==> config.mk <==
export PLATFORM = sky130hd
export DESIGN_NAME = mux_temporal_sel
export DESIGN_NICKNAME = d
export VERILOG_FILES = /design/src/rtl/mux_temporal_sel.sv
export SDC_FILE = /design/constraint.sdc
export NUM_CORES = 1
export LEC_CHECK = 0
export CAP_MARGIN = 20
export CORE_MARGIN = 5
export CORE_UTILIZATION = 37
export CTS_BUF_LIST = sky130_fd_sc_hd__clkbuf_4
export DETAILED_ROUTE_END_ITERATION = 16
export PLACE_DENSITY = 0.86
export SLEW_MARGIN = 20
export SYNTH_ARGS = -nofsm -noshare
export SYNTH_HDL_FRONTEND = slang
export SYNTH_SLANG_ARGS = --single-unit
==> constraint.sdc <==
create_clock -name aclk -period 2.8 [get_ports aclk]
set_input_delay 0.28 -clock aclk [delete_from_list [all_inputs] [get_ports aclk]]
set_output_delay 0.28 -clock aclk [all_outputs]
set_load 0.01 [all_outputs]
==> src/rtl/mux_temporal_sel.sv <==
// Temporal-select multiplexer: decodes a time-coded select (arrival time or pulse
// width within a gamma cycle) into an input index and captures that word.
// Optional macro MUX_HOLD_LAST_EN keeps y/sel_idx from the last valid capture.
module mux_temporal_sel #(
  parameter int NUM_INPUTS        = 16,
  parameter int BUS_WIDTH         = 8,
  parameter int GAMMA_CYCLE_WIDTH = 16,
  parameter int MODE              = 0
) (
  input  logic                            aclk,
  input  logic                            grst,
  input  logic                            gamma_start,
  input  logic [NUM_INPUTS*BUS_WIDTH-1:0] inputs,
  input  logic                            select_line,
  output logic [BUS_WIDTH-1:0]            y,
  output logic                            y_valid,
  output logic [$clog2(NUM_INPUTS)-1:0]   sel_idx,
  output logic                            no_select,
  output logic                            sel_overflow
);
  localparam int CW = $clog2(GAMMA_CYCLE_WIDTH) + 1;
  localparam int IW = $clog2(NUM_INPUTS);
  localparam logic [CW-1:0] T_LAST = CW'(GAMMA_CYCLE_WIDTH - 1);

  typedef enum logic [1:0] {S_IDLE, S_WAIT, S_PULSE, S_DONE} state_e;

  state_e                   state_q, state_d;
  logic [CW-1:0]            t_q, t_d, w_q, w_d, t_inc, w_inc;
  logic [BUS_WIDTH-1:0]     y_q, y_d;
  logic [IW-1:0]            sel_idx_q, sel_idx_d;
  logic                     y_valid_q, y_valid_d;
  logic                     no_select_q, no_select_d;
  logic                     sel_overflow_q, sel_overflow_d;
  logic                     cap;
  logic [CW-1:0]            cap_k;
  logic [31:0]              cap_k32;
  logic [NUM_INPUTS-1:0][BUS_WIDTH-1:0] words;

  assign words   = inputs;
  assign t_inc   = (t_q == '1) ? t_q : t_q + CW'(1);
  assign w_inc   = (w_q == '1) ? w_q : w_q + CW'(1);
  assign cap_k32 = 32'(cap_k);

  always_comb begin
    state_d        = state_q;
    t_d            = t_q;
    w_d            = w_q;
    y_d            = y_q;
    sel_idx_d      = sel_idx_q;
    y_valid_d      = y_valid_q;
    no_select_d    = no_select_q;
    sel_overflow_d = sel_overflow_q;
    cap            = 1'b0;
    cap_k          = '0;
    if (gamma_start) begin
      state_d        = S_WAIT;
      t_d            = '0;
      w_d            = '0;
      y_valid_d      = 1'b0;
      no_select_d    = 1'b0;
      sel_overflow_d = 1'b0;
`ifndef MUX_HOLD_LAST_EN
      y_d            = '0;
      sel_idx_d      = '0;
`endif
    end else begin
      case (state_q)
        S_WAIT: begin
          if (select_line) begin
            if (MODE == 0) begin
              cap   = 1'b1;
              cap_k = t_q;
            end else begin
              w_d     = CW'(1);
              t_d     = t_inc;
              state_d = S_PULSE;
            end
          end else if (t_q >= T_LAST) begin
            no_select_d = 1'b1;
            state_d     = S_DONE;
          end else begin
            t_d = t_inc;
          end
        end
        S_PULSE: begin
          t_d = t_inc;
          if (!select_line) begin
            cap   = 1'b1;
            cap_k = w_q - CW'(1);
          end else if (t_q >= T_LAST) begin
            // pulse still high at frame end: truncated width is the index
            cap   = 1'b1;
            cap_k = w_q;
          end else begin
            w_d = w_inc;
          end
        end
        default: ;
      endcase
      if (cap) begin
        state_d = S_DONE;
        if (cap_k32 < 32'(NUM_INPUTS)) begin
          y_d       = words[cap_k32[IW-1:0]];
          sel_idx_d = cap_k32[IW-1:0];
          y_valid_d = 1'b1;
        end else begin
          sel_overflow_d = 1'b1;
        end
      end
    end
  end

  always_ff @(posedge aclk or posedge grst) begin
    if (grst) begin
      state_q        <= S_IDLE;
      t_q            <= '0;
      w_q            <= '0;
      y_q            <= '0;
      sel_idx_q      <= '0;
      y_valid_q      <= 1'b0;
      no_select_q    <= 1'b0;
      sel_overflow_q <= 1'b0;
    end else begin
      state_q        <= state_d;
      t_q            <= t_d;
      w_q            <= w_d;
      y_q            <= y_d;
      sel_idx_q      <= sel_idx_d;
      y_valid_q      <= y_valid_d;
      no_select_q    <= no_select_d;
      sel_overflow_q <= sel_overflow_d;
    end
  end

  assign y            = y_q;
  assign y_valid      = y_valid_q;
  assign sel_idx      = sel_idx_q;
  assign no_select    = no_select_q;
  assign sel_overflow = sel_overflow_q;
endmodule

## Word-level counts from Yosys, hierarchy flattened

Index checks and enable logic that the tools add are counted.

| word-level totals | value |
|---|---|
| flip-flop bits (word level) | 27 |
| output and inout port bits | 15 |

| cells by class | value |
|---|---|
| add/sub/neg operators | 3 |
| $lt $le $gt $ge | 3 |
| equality and inequality tests | 11 |
| mux-type cells | 43 |
| reductions and logical operators | 15 |

Operators with widths:

| operator | number |
|---|---|
| $mux W5 | 13 |
| $bmux W8 S4 | 1 |
| $mux W8 | 4 |
| $pmux W5 S2 | 2 |
| $mux W1 | 14 |
| $mux W4 | 3 |
| $reduce_bool A2 Y1 | 6 |
| $add A5 B1 Y5 const B | 2 |
| $eq A5 B5 Y1 const B | 2 |
| $mux W2 | 5 |
| $reduce_and A3 Y1 | 3 |
| $reduce_bool A3 Y1 | 3 |
| $ne A2 B2 Y1 const B | 4 |
| $ne A3 B3 Y1 const B | 2 |
| $ge A5 B4 Y1 const B | 1 |
| $lt A4 B5 Y1 const B | 1 |
| $lt A5 B5 Y1 const B | 1 |
| $sub A5 B1 Y5 const B | 1 |
| $reduce_and A2 Y1 | 2 |
| $reduce_and A4 Y1 | 1 |
| $ne A3 B2 Y1 const B | 1 |
| $eq A2 B1 Y1 const B | 1 |
| $eq A2 B2 Y1 const B | 1 |
| $pmux W1 S2 | 1 |

## Depth between registers and ports, before layout

Gate-level depths: netlist (run 1).

| depth | value |
|---|---|
| word-level depth | 10 |
| mapped depth | 13 |
| mapped depth without buffers | 10 |

## Worst setup path after synthesis (run 1)

No wires, ideal clock.

| path | value |
|---|---|
| kind | register to register |
| from | register t_q[0] |
| to | register y_q[2], in the netlist y[2] |
| setup time | 0.121 ns |
| data arrival time | 2.708 ns |
| setup slack | -0.029 ns |
| cell stages (with the launch flop) | 12 |
| path buffers | 1 |
| period minus slack after synthesis | 2.829 ns |
| cells stage by stage | dfrtp_1 ha_1 and3_1 ha_1 or2_1 buf_6 or4_4 a32oi_1 nor2_1 nand2_1 o211ai_1 a22o_2 |

| between the ends | value |
|---|---|
| cells in the longest elaborated chain, start to end | 10 |
| elaborated cells between the ends (all ways) | 19 |

Ends and longest elaborated chain:

| item | line | RTL |
|---|---|---|
| from (decl) | 28 | `logic [CW-1:0] t_q, t_d, w_q, w_d, t_inc, w_inc;` |
| from (signal assigned) | 125 | `t_q <= t_d;` |
| $ge A5 B4 Y1 | 90 | `end else if (t_q >= T_LAST) begin` |
| $mux W5 | 90 |  |
| $mux W5 | 87 | `if (!select_line) begin` |
| $pmux W5 S2 | 67 | `case (state_q)` |
| $mux W5 | 55 | `if (gamma_start) begin` |
| $bmux W8 S4 | 103 | `y_d = words[cap_k32[IW-1:0]];` |
| $mux W8 (not written as such) | 103 |  |
| $mux W8 | 102 | `if (cap_k32 < 32'(NUM_INPUTS)) begin` |
| $mux W8 | 100 | `if (cap) begin` |
| $mux W8 | 55 |  |
| to (signal assigned) | 127 | `y_q <= y_d;` |
| to (decl) | 29 | `logic [BUS_WIDTH-1:0] y_q, y_d;` |

Parallel ways exist; a longest one is shown, timed or not. The select of a mux whose other input is x is not followed.
A chain may end at the register's enable or synchronous reset.

## Worst setup path after layout (run 1)

| path | value |
|---|---|
| from | register t_q[1] |
| to | register y_q[3], in the netlist y[3] |

The elaborated chain is that of the path after synthesis.

==> flow_summary.json, run 1 <==
{
  "arrival_ns": 3.07,
  "slowest_delay_ns": 0.51,
  "fin_worst_skew_ns": 0.01154,
  "fin_area_mm2": 0.004927,
  "syn-cell-area_mm2": 0.002825,
  "synth-edff-count": 0,
  "peakVddDrop_mv": 0.1820,
  "rows": 31,
  "initial_core_util_pct": 38.54,
  "ant_nets": 0,
  "io_buffers": 146,
  "area_growth_pct": 74.40,
  "finalWirelength_um": 12060,
  "numCtsBuffers": 3,
  "firstDrtPassIters": 5,
  "place_area_mm2": 0.004732,
  "num_antenna_cells": 0,
  "drive_above_1_share_pct": 19.61,
  "syn_inst": 372,
  "crit_required_ns": 3.08,
  "p_leak_nw": 2.026,
  "cp_slowest_cell": "or4_4",
  "yosysWarnings": 0,
  "worstPathCellList": "ha_2 -> and3_4 -> ha_4 -> or2_4 -> or4_4 -> a32o_2 -> a21oi_4 -> nand2_2 -> a21boi_2 -> a32oi_1",
  "final_hold_viol_count": 0,
  "relSlewSlack_pct": 64.31,
  "status": "complete, no violations",
  "grt_usage_pct": 24.57,
  "die_w_um": 97.38,
  "vias_per_cell": 5.767,
  "die_h_um": 97.38,
  "grt_max_degree": 21,
  "synth_seq_cells": 27,
  "hpwlAfterDp_um": 9735,
  "clock_path_buffers": 2,
  "rr_startpoint": "t_q[1]$_DFFE_PP0P_",
  "insertion_delay_ns": 0.34,
  "rsz0062_at_grt": "true",
  "grt_antenna_before_repair": 0,
  "startpoint": "t_q[1]$_DFFE_PP0P_",
  "synth_area_per_cell_um2": 7.595,
  "crit_path_end": "y[3]$_DFFE_PP0P_",
  "grt_pass1_vias": 3963,
  "clkTransAtPathRegs_ns": 0.17,
  "worst_setup_path_end_kind": "flip-flop",
  "cts_tree": "yes",
  "nNetsFinal": 707,
  "initialDrtViolationCount": 320,
  "cp-start-kind": "flip-flop",
  "synth_seq_area_share_pct": 23.91,
  "cts-hold-fix-buffers": 0,
  "path_buf_inv": 0,
  "wl_per_cell_um": 18.13,
  "worst-path-max-fanout": 7,
  "place_congestion": 0.9315,
  "reg2reg_slack_ns": 0.002,
  "numClockSinks": 27,
  "grt_pass1_wl_um": 19580,
  "hp-class": "in -> async",
  "setup_violations": 0,
  "root_buffer": "clkbuf_4",
  "finalCritPeriodShare_pct": 99.93,
  "critical_path_class": "reg -> reg",
  "synth_nets": 512,
  "fin_crit_ns": 2.798,
  "gr-total-overflow": 0,
  "vias": 3835,
  "timing.rr.end": "y[3]$_DFFE_PP0P_",
  "die-area_mm2": 0.009483,
  "worstMarginPinSlew_ns": 0.5348,
  "io_pins": 147,
  "ys_async_sr_fraction_pct": 100.0,
  "drc_errors": 0,
  "slew_violations": 0,
  "fillers": 587,
  "synth_cell_type_count": 58,
  "h-tree-depth": 1,
  "cp.depth": 10,
  "synth_ff_type": "dfrtp_1",
  "core_mm2": 0.007331,
  "power.density_mw_per_mm2": 254.1,
  "holdWs_ns": 0.2481,
  "drv_cap": 0,
  "max_freq_ghz": 0.3574,
  "reg2reg_depth": 10,
  "cp_top_family": "simple AND/OR/NAND/NOR gates"
}
## synth_stat cells, types with 2 or more instances
library cell / number / area share [%]
a2111oi_0: 4 / 1.2
a211o_1: 3 / 0.93
a211oi_1: 3 / 0.80
a21boi_1: 4 / 1.1
a21oi_1: 51 / 9.0
a221oi_1: 2 / 0.62
a222oi_1: 5 / 1.8
a22o_1: 10 / 3.1
a22o_2: 2 / 0.71
a22oi_1: 2 / 0.53
a32o_1: 2 / 0.71
a32oi_1: 7 / 2.2
and2_1: 2 / 0.44
and3_1: 6 / 1.3
buf_2: 14 / 2.5
buf_6: 4 / 1.6
clkbuf_1: 7 / 0.93
dfrtp_1: 27 / 24
ha_1: 8 / 3.5
inv_1: 8 / 1.1
mux2_2: 7 / 2.8
mux2i_1: 6 / 2.1
nand2_1: 49 / 6.5
nand2b_1: 3 / 0.66
nand3_1: 13 / 2.3
nand4_1: 7 / 1.5
nand4b_1: 2 / 0.62
nor2_1: 41 / 5.4
nor3_1: 7 / 1.2
nor4_1: 4 / 0.89
o211ai_1: 5 / 1.3
o21a_1: 2 / 0.53
o21ai_0: 17 / 3.0
o2bb2ai_1: 4 / 1.2
o311ai_0: 3 / 0.93
or2_1: 2 / 0.44
or3_1: 2 / 0.44
xnor2_1: 3 / 0.93
xor2_1: 5 / 1.5
## power by group
part	internal [W]	switching (W)	total, W
sequential	0.000417	0.0000207	0.000438
clock	0.0000656	0.000129	0.000195
combinational	0.000358	0.000261	0.000619
total	0.000841	0.000412	0.00125
## kinds of logic after synthesis
group | Yosys count | synth area share (%)
compound gates | 136 | 34.06
mux | 13 | 4.916
simple gates | 147 | 25.02
flops | 27 | 23.92
xor+xnor | 8 | 2.480
fa+ha+maj | 8 | 3.543
buf+inv | 33 | 6.068
## area by class of cell
type                            count  area [um^2]  share of cell area, %
Multi-Input combinational cell    312         2076                  42.13
Timing Repair Buffer              215         1992                  40.43
Sequential cell                    27        675.6                  13.71
Tap cell                           99        123.9                  2.514
Clock buffer                        4        30.03                 0.6094
Inverter                            8        30.03                 0.6094
## sequential cells by signal, summed over array words and instances (netlist names)
signal	flops
no_select	1
sel_idx	4
sel_overflow	1
state_q	2
t_q	5
w_q	5
y	8
y_valid	1
## worst register-to-register path: cells and delay by family, from the launching register on
kind / cells / cell delay, ns
AND/OR/NAND/NOR: 4 / 1.02
AO/OA/AOI/OAI: 4 / 0.94
flip-flops: 1 / 0.42
adder cells (fa/ha/maj): 2 / 0.34
## layout by cell type (no fill, tap or decap), drive strengths merged, types with 4 or more instances in the layout
| cell type | synthesis | layout |
|---|---|---|
| inv | 8 | 8 |
| a32oi | 8 | 8 |
| clkbuf | 7 | 4 |
| nand4 | 7 | 7 |
| a22o | 12 | 12 |
| o21ai | 18 | 18 |
| dfrtp | 27 | 27 |
| o2bb2ai | 4 | 4 |
| clkdlybuf4s50 | 0 | 146 |
| nand2 | 50 | 50 |
| nor2 | 41 | 41 |
| mux2 | 7 | 7 |
| a21oi | 52 | 52 |
| nand3 | 13 | 13 |
| mux2i | 6 | 6 |
| a2111oi | 4 | 4 |
| o211ai | 5 | 5 |
| a222oi | 5 | 5 |
| ha | 8 | 8 |
| a21boi | 4 | 4 |
| nor4 | 4 | 4 |
| nor3 | 8 | 8 |
| and3 | 6 | 6 |
| xor2 | 5 | 5 |
| buf | 18 | 69 |
## what timing repair did
item	CTS	global route
cloned	0	0
resized for setup	15	11
buffers inserted	4	6
pin swaps	12	15
setup endpoints to repair	9	11
## through the flow
step                std cells  setup slack [ns]  utilization, %   TNS (ns)  power (W)
floorplan                 372          0.007407               -          0  0.0006765
global placement          651          -0.08160           64.55    -0.3280   0.001015
detailed placement        651           -0.1438           64.55    -0.7376   0.001022
CTS                       659         -0.006177           66.17  -0.006177   0.001238
global route              665          -0.08961           67.21    -0.4432   0.001314
finish                    665          0.001854           67.21          0   0.001252
## how the worst min path moves through the flow
stage / from / end / slack [ns] / cells after the start
floorplan: grst / no_select$_DFFE_PP0P_ / 0.33 / 1
global placement: sel_idx[2]$_DFFE_PP0P_ / sel_idx[2]$_DFFE_PP0P_ / 0.46 / 2
detailed placement: sel_idx[2]$_DFFE_PP0P_ / sel_idx[2]$_DFFE_PP0P_ / 0.50 / 2
CTS: grst / sel_idx[1]$_DFFE_PP0P_ / 0.28 / 2
global route: grst / y_valid$_DFFE_PP0P_ / 0.31 / 2
finish: grst / sel_idx[1]$_DFFE_PP0P_ / 0.25 / 2
## layer usage
metal  GRT usage, %  vias to the layer above  share of wire, %
met5              0                        -                 0
met4          5.751                        0               1.7
met3          5.169                       25               8.7
met2          42.44                      226                48
met1          31.29                     1788                42
li1               -                     1796                 -
Note: power is estimated with default switching activity, not from simulation.
==> run 2: changes to the inputs <==
--- a/config.mk
+++ b/config.mk
@@ -10,6 +10,7 @@
 export CORE_UTILIZATION = 37
 export CTS_BUF_LIST = sky130_fd_sc_hd__clkbuf_4
 export DETAILED_ROUTE_END_ITERATION = 16
+export HOLD_SLACK_MARGIN = 0.02
 export PLACE_DENSITY = 0.86
 export SLEW_MARGIN = 20
 export SYNTH_ARGS = -nofsm -noshare
==> results of run 2 <==
Final layout, timing and power as in run 1 (identical DEF).
==> run 3: changes to the inputs <==
--- a/config.mk
+++ b/config.mk
@@ -10,7 +10,6 @@
 export CORE_UTILIZATION = 37
 export CTS_BUF_LIST = sky130_fd_sc_hd__clkbuf_4
 export DETAILED_ROUTE_END_ITERATION = 16
-export HOLD_SLACK_MARGIN = 0.02
 export PLACE_DENSITY = 0.86
 export SLEW_MARGIN = 20
 export SYNTH_ARGS = -nofsm -noshare
==> results of run 3 <==
Final layout, timing and power as in run 1 (identical DEF).
